===== src/rtl/seg_pkg.sv =====
// ---------------------------------------------------------------------------
// seg_pkg
// Shared definitions for the seven-segment display scheduler slice.
//   BLANK_CODE / DASH_CODE : 4-bit digit codes understood by the scan driver
//   BLANK_WORD             : 16-bit bus word with all four digits switched off
//   state_t                : scheduler states (IDLE = nobody owns the display,
//                            SHOW = one source owns it)
// ---------------------------------------------------------------------------
package seg_pkg;

   localparam logic [3:0]  BLANK_CODE = 4'hB;
   localparam logic [3:0]  DASH_CODE  = 4'hA;
   localparam logic [15:0] BLANK_WORD = {4{BLANK_CODE}};

   typedef enum logic {
      IDLE = 1'b0,
      SHOW = 1'b1
   } state_t;

endpackage


===== src/rtl/rr_pick.sv =====
// ---------------------------------------------------------------------------
// rr_pick
// Combinational round-robin search: finds the first set bit of req starting
// at index 'start' and wrapping around past N_SRC-1 back to 0.
//   req   in  N_SRC  request vector
//   start in  IW     index examined first
//   any   out 1      at least one request bit is set
//   idx   out IW     index of the winning request (0 when any=0)
// ---------------------------------------------------------------------------
module rr_pick #(
   parameter int N_SRC = 4,
   parameter int IW    = $clog2(N_SRC)
) (
   input  logic [N_SRC-1:0] req,
   input  logic [IW-1:0]    start,
   output logic             any,
   output logic [IW-1:0]    idx
);

   // Offset k from the start position, folded back into 0..N_SRC-1.
   function automatic logic [IW-1:0] wrapIdx(input logic [IW-1:0] s, input int k);
      int j;
      j = int'(s) + k;
      if (j >= N_SRC) j = j - N_SRC;
      return IW'(j);
   endfunction

   // Walk the candidates from the farthest offset back to the start so the
   // last hit written is the one closest to 'start' in wrap order.
   always_comb begin
      any = 1'b0;
      idx = '0;
      for (int k = N_SRC - 1; k >= 0; k--) begin
         if (req[wrapIdx(start, k)]) begin
            any = 1'b1;
            idx = wrapIdx(start, k);
         end
      end
   end

endmodule


===== src/rtl/seg_display_sched.sv =====
// ---------------------------------------------------------------------------
// seg_display_sched
// Time-shares the 4-digit seven-segment scan driver between N_SRC requesters.
// Round-robin arbitration, each grant held for DWELL ticks unless the owner
// lets go, optional per-source blinking, blank word when nobody is shown.
//   clk190hz in  1         scan clock, rising edge
//   rst      in  1         synchronous active-high reset
//   req      in  N_SRC     level requests, held while a source wants display
//   blink_en in  N_SRC     owner blinks while granted
//   src_data in  16*N_SRC  source i nibble word at [16*i+15:16*i]
//   grant    out N_SRC     one-hot owner, zero when idle
//   done     out N_SRC     one-tick pulse to the owner in its last dwell tick
//   dataBus  out 16        registered word to the scan driver
// ---------------------------------------------------------------------------
module seg_display_sched
   import seg_pkg::*;
#(
   parameter int          N_SRC      = 4,
   parameter int          DWELL      = 190,
   parameter int          BLINK_HALF = 48,
   parameter logic [15:0] BLANK      = BLANK_WORD
) (
   input  logic                  clk190hz,
   input  logic                  rst,
   input  logic [N_SRC-1:0]      req,
   input  logic [N_SRC-1:0]      blink_en,
   input  logic [16*N_SRC-1:0]   src_data,
   output logic [N_SRC-1:0]      grant,
   output logic [N_SRC-1:0]      done,
   output logic [15:0]           dataBus
);

   localparam int IW = $clog2(N_SRC);
   localparam int DW = (DWELL > 1) ? $clog2(DWELL) : 1;
   localparam int BW = (BLINK_HALF > 1) ? $clog2(BLINK_HALF) : 1;

   localparam logic [IW-1:0] LAST_IDX   = IW'(N_SRC - 1);
   localparam logic [DW-1:0] DWELL_LAST = DW'(DWELL - 1);
   localparam logic [BW-1:0] BLINK_LAST = BW'(BLINK_HALF - 1);

   state_t          state,    stateN;
   logic [IW-1:0]   last,     lastN;
   logic [DW-1:0]   dwellCnt, dwellN;
   logic [BW-1:0]   blinkCnt, blinkCntN;
   logic            blinkPh,  blinkPhN;
   logic [N_SRC-1:0] grantN;
   logic [15:0]     dataN;

   logic [IW-1:0]   startIdx;
   logic            pickAny;
   logic [IW-1:0]   pickIdx;
   logic            dwellEnd;

   // While showing, 'last' is the current owner, so searching from last+1
   // serves both the idle pick and the end-of-dwell re-arbitration (the owner
   // itself is examined last, so it only keeps the display if alone).
   assign startIdx = (last == LAST_IDX) ? '0 : last + 1'b1;

   rr_pick #(
      .N_SRC (N_SRC),
      .IW    (IW)
   ) picker (
      .req   (req),
      .start (startIdx),
      .any   (pickAny),
      .idx   (pickIdx)
   );

   assign dwellEnd = (state == SHOW) && req[last] && (dwellCnt == DWELL_LAST);

   // done is decoded from the registered grant during the owner's final dwell
   // tick, so it can never appear without the matching grant bit; a reset in
   // that same tick suppresses it.
   always_comb begin
      done = '0;
      if (dwellEnd && !rst) done = grant;
   end

   // Next-state computation: arbitration, dwell counting, blink phase and the
   // bus word that goes with the next-state owner. Blink runs freely but is
   // restarted visible on every new grant, including a re-grant to the same
   // source.
   always_comb begin
      stateN    = state;
      lastN     = last;
      dwellN    = dwellCnt;
      grantN    = '0;
      dataN     = BLANK;
      if (blinkCnt == BLINK_LAST) begin
         blinkCntN = '0;
         blinkPhN  = ~blinkPh;
      end else begin
         blinkCntN = blinkCnt + 1'b1;
         blinkPhN  = blinkPh;
      end

      case (state)
         IDLE: begin
            if (pickAny) begin
               stateN    = SHOW;
               lastN     = pickIdx;
               dwellN    = '0;
               blinkCntN = '0;
               blinkPhN  = 1'b1;
            end
         end
         SHOW: begin
            if (!req[last]) begin
               stateN = IDLE;
               dwellN = '0;
            end else if (dwellCnt == DWELL_LAST) begin
               lastN     = pickIdx;
               dwellN    = '0;
               blinkCntN = '0;
               blinkPhN  = 1'b1;
            end else begin
               dwellN = dwellCnt + 1'b1;
            end
         end
         default: begin
            stateN = IDLE;
         end
      endcase

      if (stateN == SHOW) begin
         grantN[lastN] = 1'b1;
         if (!(blink_en[lastN] && !blinkPhN)) dataN = src_data[int'(lastN) * 16 +: 16];
      end
   end

   // State and output registers; reset restores the idle, blank, visible-phase
   // condition with the search pointer parked so src0 is tried first.
   always_ff @(posedge clk190hz) begin
      if (rst) begin
         state    <= IDLE;
         last     <= LAST_IDX;
         dwellCnt <= '0;
         blinkCnt <= '0;
         blinkPh  <= 1'b1;
         grant    <= '0;
         dataBus  <= BLANK;
      end else begin
         state    <= stateN;
         last     <= lastN;
         dwellCnt <= dwellN;
         blinkCnt <= blinkCntN;
         blinkPh  <= blinkPhN;
         grant    <= grantN;
         dataBus  <= dataN;
      end
   end

endmodule

===== config.mk =====
export PLATFORM = sky130hd
export DESIGN_NAME = seg_display_sched
export DESIGN_NICKNAME = d
export VERILOG_FILES = /design/src/rtl/seg_pkg.sv /design/src/rtl/rr_pick.sv /design/src/rtl/seg_display_sched.sv
export SDC_FILE = /design/constraint.sdc
export NUM_CORES = 1
export LEC_CHECK = 0
export ABC_AREA = 1
export CAP_MARGIN = 40
export CORE_ASPECT_RATIO = 1.1
export CORE_MARGIN = 2
export CORE_UTILIZATION = 44
export CTS_CLUSTER_SIZE = 14
export DETAILED_ROUTE_END_ITERATION = 7
export MAX_ROUTING_LAYER = met4
export PLACE_DENSITY_LB_ADDON = 0.1
export RECOVER_POWER = 50
export SKIP_CTS_REPAIR_TIMING = 1
export SLEW_MARGIN = 20
export SYNTH_ARGS = -nofsm -noshare
export SYNTH_HDL_FRONTEND = slang
export SYNTH_SLANG_ARGS = --single-unit

===== constraint.sdc =====
create_clock -name clk190hz -period 2.5 [get_ports clk190hz]
set_input_delay 0.5 -clock clk190hz [delete_from_list [all_inputs] [get_ports clk190hz]]
set_output_delay 0.5 -clock clk190hz [all_outputs]
set_load 0.01 [all_outputs]

* Word level (Yosys, flattened, before mapping) *
Cells that the tools add are included.

storage, ports and cells
  input bits = 74
  word-level logic and storage cells = 94
  register bits = 38
  output and inout port bits = 24

operators by class
  reductions and logical operators = 9
  eq/ne operators = 4
  muxes and demuxes = 49
  bitwise gates (word level) = 3
  $add $sub $neg = 10
  shift-type cells = 1
  order comparisons = 11

operator list
  operator             count
  $shiftx 64x7->16     1
  $mux 2               12
  $mux 6               4
  $mux 8               3
  $lt 2x3->1 const B   6
  $mux 1               17
  $pmux 8 s2           1
  $bmux 1 s2           6
  $pmux 6 s2           1
  $ge 3x3->1 const B   3
  $add 8x1->8 const B  1
  $eq 8x8->1 const B   1
  $sub 2x1->2 const B  4
  $add 2x2->3 const B  2
  $add 6x1->6 const B  1
  $eq 6x6->1 const B   1
  $logic_and 1x1->1    5
  $mux 4               1
  $pmux 1 s2           2
  $pmux 2 s2           1
  $add 2x1->3 const B  1
  $ge 2x3->1 const B   1
  $not 1->1            3
  $reduce_or 3->1      1
  7 further kinds      8

* Longest topological paths before layout *
Gate-level depths: netlist of run 1.

  word-level depth = 18
  mapped depth = 18
  depth with buffers taken out = 18

* By module *
Synthesis of run 1 repeated with hierarchy kept, for this count alone.

unflattened totals
  cell total of the unflattened synthesis = 370
  area total of the unflattened synthesis = 2359.8 um^2

modules (own cells, without submodules)
  module             area each (um^2)  cells an instance  times used  sequential area each (um^2)
  seg_display_sched  2147.1            324                1           760.7
  rr_pick            212.7             46                 1           0.0

* Least setup slack after synthesis of run 1 *
OpenSTA, ideal clock, no wires.

  path type = reg-to-reg
  start point = reg last[0]
  end point = reg dataBus[4]
  cell stages (with the launch flop) = 19
  path slack = 335 ps
  setup time = 129 ps
  period minus slack after synthesis = 2165 ps
  data required time = 2371 ps
  buffers on the path = 2
  data arrival time = 2036 ps
  cells stage by stage = dfxtp_1 > ha_1 > nor2_2 > buf_6 > nand2_1 > o21ai_2 > inv_2 > nand2_2 > nor2_4 > nor2_4 > inv_4 > nand2_2 > nand2_4 > buf_6 > nand2_1 > nand2_1 > nand2_1 > nand2_1 > nand3b_1

between the ends
  longest elaborated chain between the ends = 18
  elaborated cells on any way between the ends = 53
  classes of those cells = add/sub: 8; order compare: 4; eq/ne: 1; shift: 1; mux: 35; bitwise: 1; reduce/logical: 3

RTL lines
  what                                                  line                      RTL
  start: declaration                                    seg_display_sched.sv:42   logic [IW-1:0] last, lastN;
  start signal: assignment                              seg_display_sched.sv:144  last <= lastN;
  branches (longest 18 deep; another with $add 2x2->3)  --
  end signal: assignment                                seg_display_sched.sv:149  dataBus <= dataN;
  end: declaration                                      seg_display_sched.sv:30   output logic [15:0] dataBus

Parallel ways; which one is timed is not known. The select of a mux whose other input is x is not followed.
A chain may end at the register's enable or synchronous reset.

* Worst setup path after layout of run 1 *
  start point = in req[0]
  end point = reg dataBus[11]

between the ends
  longest elaborated chain between the ends = 13
  elaborated cells on any way between the ends = 35
  classes of those cells = shift: 1; mux: 30; bitwise: 1; reduce/logical: 3

RTL lines
  what                                                       line                     RTL
  start: declaration                                         seg_display_sched.sv:25  input logic [N_SRC-1:0] req,
  branches (longest 13 deep; another with $shiftx 64x7->16)  --

Parallel ways; which one is timed is not known. The select of a mux whose other input is x is not followed.

==> results of run 1 <==
-- final cells by class --
cell class              instances  area [um2]
clock inverters                 1        30.0
inverters                      34         133
multi-input cells             311        1480
repair buffers                124        1200
clock buffers                   6        82.6
flip-flops and latches         38         761
fillers                       487        1610
well taps                      75        93.8
-- worst paths after layout --
path / start / to
worst max-delay path: req[0] / dataBus[11]$_SDFF_PP1_
worst min-delay path: blinkCnt[0]$_SDFF_PP0_ / blinkCnt[0]$_SDFF_PP0_
worst max register to register: last[1]$_SDFF_PP1_ / dataBus[11]$_SDFF_PP1_
worst min register to register: blinkCnt[0]$_SDFF_PP0_ / blinkCnt[0]$_SDFF_PP0_
-- where the power goes --
part	internal (mW)	switching [mW]	leakage (nW)
sequential	0.773	0.0649	0.312
clock	0.319	0.208	0.0573
combinational	1.40	1.91	1.45
-- flip-flops by register name, summed over array words and instances (netlist names) --
register	count
last	2
dwellCnt	8
grant	4
blinkPh	1
blinkCnt	6
dataBus	16
state	1
-- cells in the mapped netlist, types with 2 or more instances --
cell type	instances	area, um2
clkbuf_1	2	7.51
buf_2	3	15.0
inv_1	29	109
nand2_1	188	706
inv_2	3	11.3
nand2_4	3	33.8
dfxtp_1	38	761
ha_1	4	50.1
o21ai_0	5	25.0
buf_6	8	90.1
nand3_2	2	20.0
xor2_1	3	26.3
nor2_1	25	93.8
a21oi_1	9	45.0
nand3b_1	12	90.1
nand3_1	28	140
inv_4	2	12.5
nor3_1	8	40.0
nand2_2	8	50.1
nor2_2	3	18.8
nor2_4	3	33.8
-- kinds of logic (layout without fill, tap and decap cells) --
family	count (synthesis)	after routing	share of synthesized area [%]
compound gates	20	20	4.98
xor+xnor	4	4	1.42
fa+ha+maj	4	4	2.03
buf+inv	47	165	9.97
flops	38	38	30.9
simple gates	283	283	50.7
-- critical path, delay by kind of cell --
kind | cells | cell delay [ns]
AND/OR/NAND/NOR | 11 | 1.18
buffers and inverters | 3 | 0.67
AO/OA/AOI/OAI | 1 | 0.18
-- through the flow --
step                setup slack, ns  area, um2
floorplan                     0.335       2460
global route                -0.0437       3780
CTS                          -0.246       3750
finish                        0.136       3780
detailed placement           -0.240       3640
global placement             -0.173       3640
-- routing by layer --
| metal | global-route usage [%] | vias to the layer above | routed length [um] |
|---|---|---|---|
| met1 | 23.8 | 1166 | 2640 |
| li1 | - | 1462 | - |
| met3 | 6.55 | 10 | 415 |
| met4 | 7.72 | 0 | 125 |
| met2 | 43.0 | 88 | 3300 |
| met5 | - | - | 0 |
==> run_results.csv, run 1 <==
group,metric,value,unit
timing,maxSlewHeadroom,83.3,%
timing,clock_skew,0.00815,ns
global_route,antenna_found_initial,0,
placed_design,globalplace.congestion,0.830,
synth,synth_seq_area_share,30.9,%
floorplan,fp.coreArea,5400,um2
synth,syn_area_per_cell,6.21,um2
global_route,grt_first_pass_wirelength,10900,um
route,wl_per_cell,11.0,um
synth,synth_edf_count,0,
layout,final_layout_size_suffix_gt1_share,11.9,%
global_route,first_global_vias,2687,
setup_path,startpoint_type,"input port",
clock_tree,clock_latency,0.29,ns
power,peakVddDrop,0.604,mV
floorplan,dieArea,6210,um2
layout,final_util,70.1,%
timing,hold_viol_final,0,
setup_path,crit_arrival,2.54,ns
route,ant_nets,0,
synth,syn_area,2460,um2
route,drt_iter0_drc,80,
hold_path,hold-path-cell-count,1,
placed_design,io_buffers,97,
timing,tightestPinTransition,0.250,ns
synth,synth_seq_cells,38,
timing,hold_ws,0.442,ns
synth,syn_inst,396,
power,power_density,1240,nW/um2
setup_path,end_kind,"flop",
setup_path,r2r_slack,0.21,ns
layout,final_cell_count_no_fill,589,
layout,layout_common_cells,"nand2_1, clkdlybuf4s50_1, dfxtp_1",
setup_path,rr_worst_depth,16,
clock_tree,cts-htree-levels,2,
synth,synth_nets,474,
setup_path,cp_common_cell,"nand2_1",
setup_path,slowest_delay,0.48,ns
run_status,outcome,"finished clean",
layout,antenna_cells,0,
layout,final_common_cell,"nand2_1",
route,drc,0,
synth,synth.distinct_cells,31,
route,first_pass_iters,4,
flow_run,max_cap_viol_count,0,
clock_tree,clk_path_buf_depth,2,
setup_path,crit_fanout,12,
setup_path,crit_chain,"clkdlybuf4s50_1, inv_1, o21ai_1, nand2_1, nand2_1, nand2_1, nor2_4, nand3_2, nand3_1, nand2_1, nand2_1, nand2_1, nand2_2, buf_12, nand3b_1",
floorplan,start_util,45.6,%
global_route,grt_util_all_layers,23.5,%
timing,finalCriticalPeriod,2.36,ns
setup_path,criticalPathCategory,"input port to flop",
timing,fin_crit_sh,94.6,%
floorplan,die_x,75.3,um
placed_design,placed_cells,582,
clock_tree,cts_buffers,5,
floorplan,row_count,28,
placed_design,dp.final_hpwl,5090,um
hold_path,hold_class,"flop to flop",
floorplan,die_height,82.4,um
timing,final-setup-viol-count,0,
power,p_leak,1.82,nW
layout,fin_nets,592,
clock_tree,cts_tree,"done",
global_route,grt_max_degree,34,
layout,area_growth,53.8,%
clock_tree,clockRootBuffer,"clkbuf_8",
route,wl,6490,um
timing,finalSetupTns,0,ns
synth,async_flop_share,0,%
global_route,grt_overflow,0,
floorplan,io_pins,98,
synth,synth_warnings,0,
timing,fmax,0.423,GHz
route,vias_per_cell,4.63,
synth,ys.flop_type,"dfxtp_1",
setup_path,critPathSlowestCell,"clkdlybuf4s50_1",
timing,rsz0062_at_grt,"yes",
clock_tree,clkTransAtPathRegs,0.07,ns
timing,slew_viol_final,0,
setup_path,required,2.67,ns
route,vias,2726,
clock_tree,clock_sinks,38,
power,design_power_total,4.68,mW
No activity file was read; power rests on OpenSTA's default activity.
==> run 2, diff against run 1 <==
- SLEW_MARGIN: 20 -> default
==> results of run 2 <==
Final layout, timing and power as in run 1 (identical DEF).
==> run 3, diff against run 2 <==
- SKIP_LAST_GASP: default -> 1
==> results of run 3 <==
Final layout, timing and power as in run 1 (identical DEF).
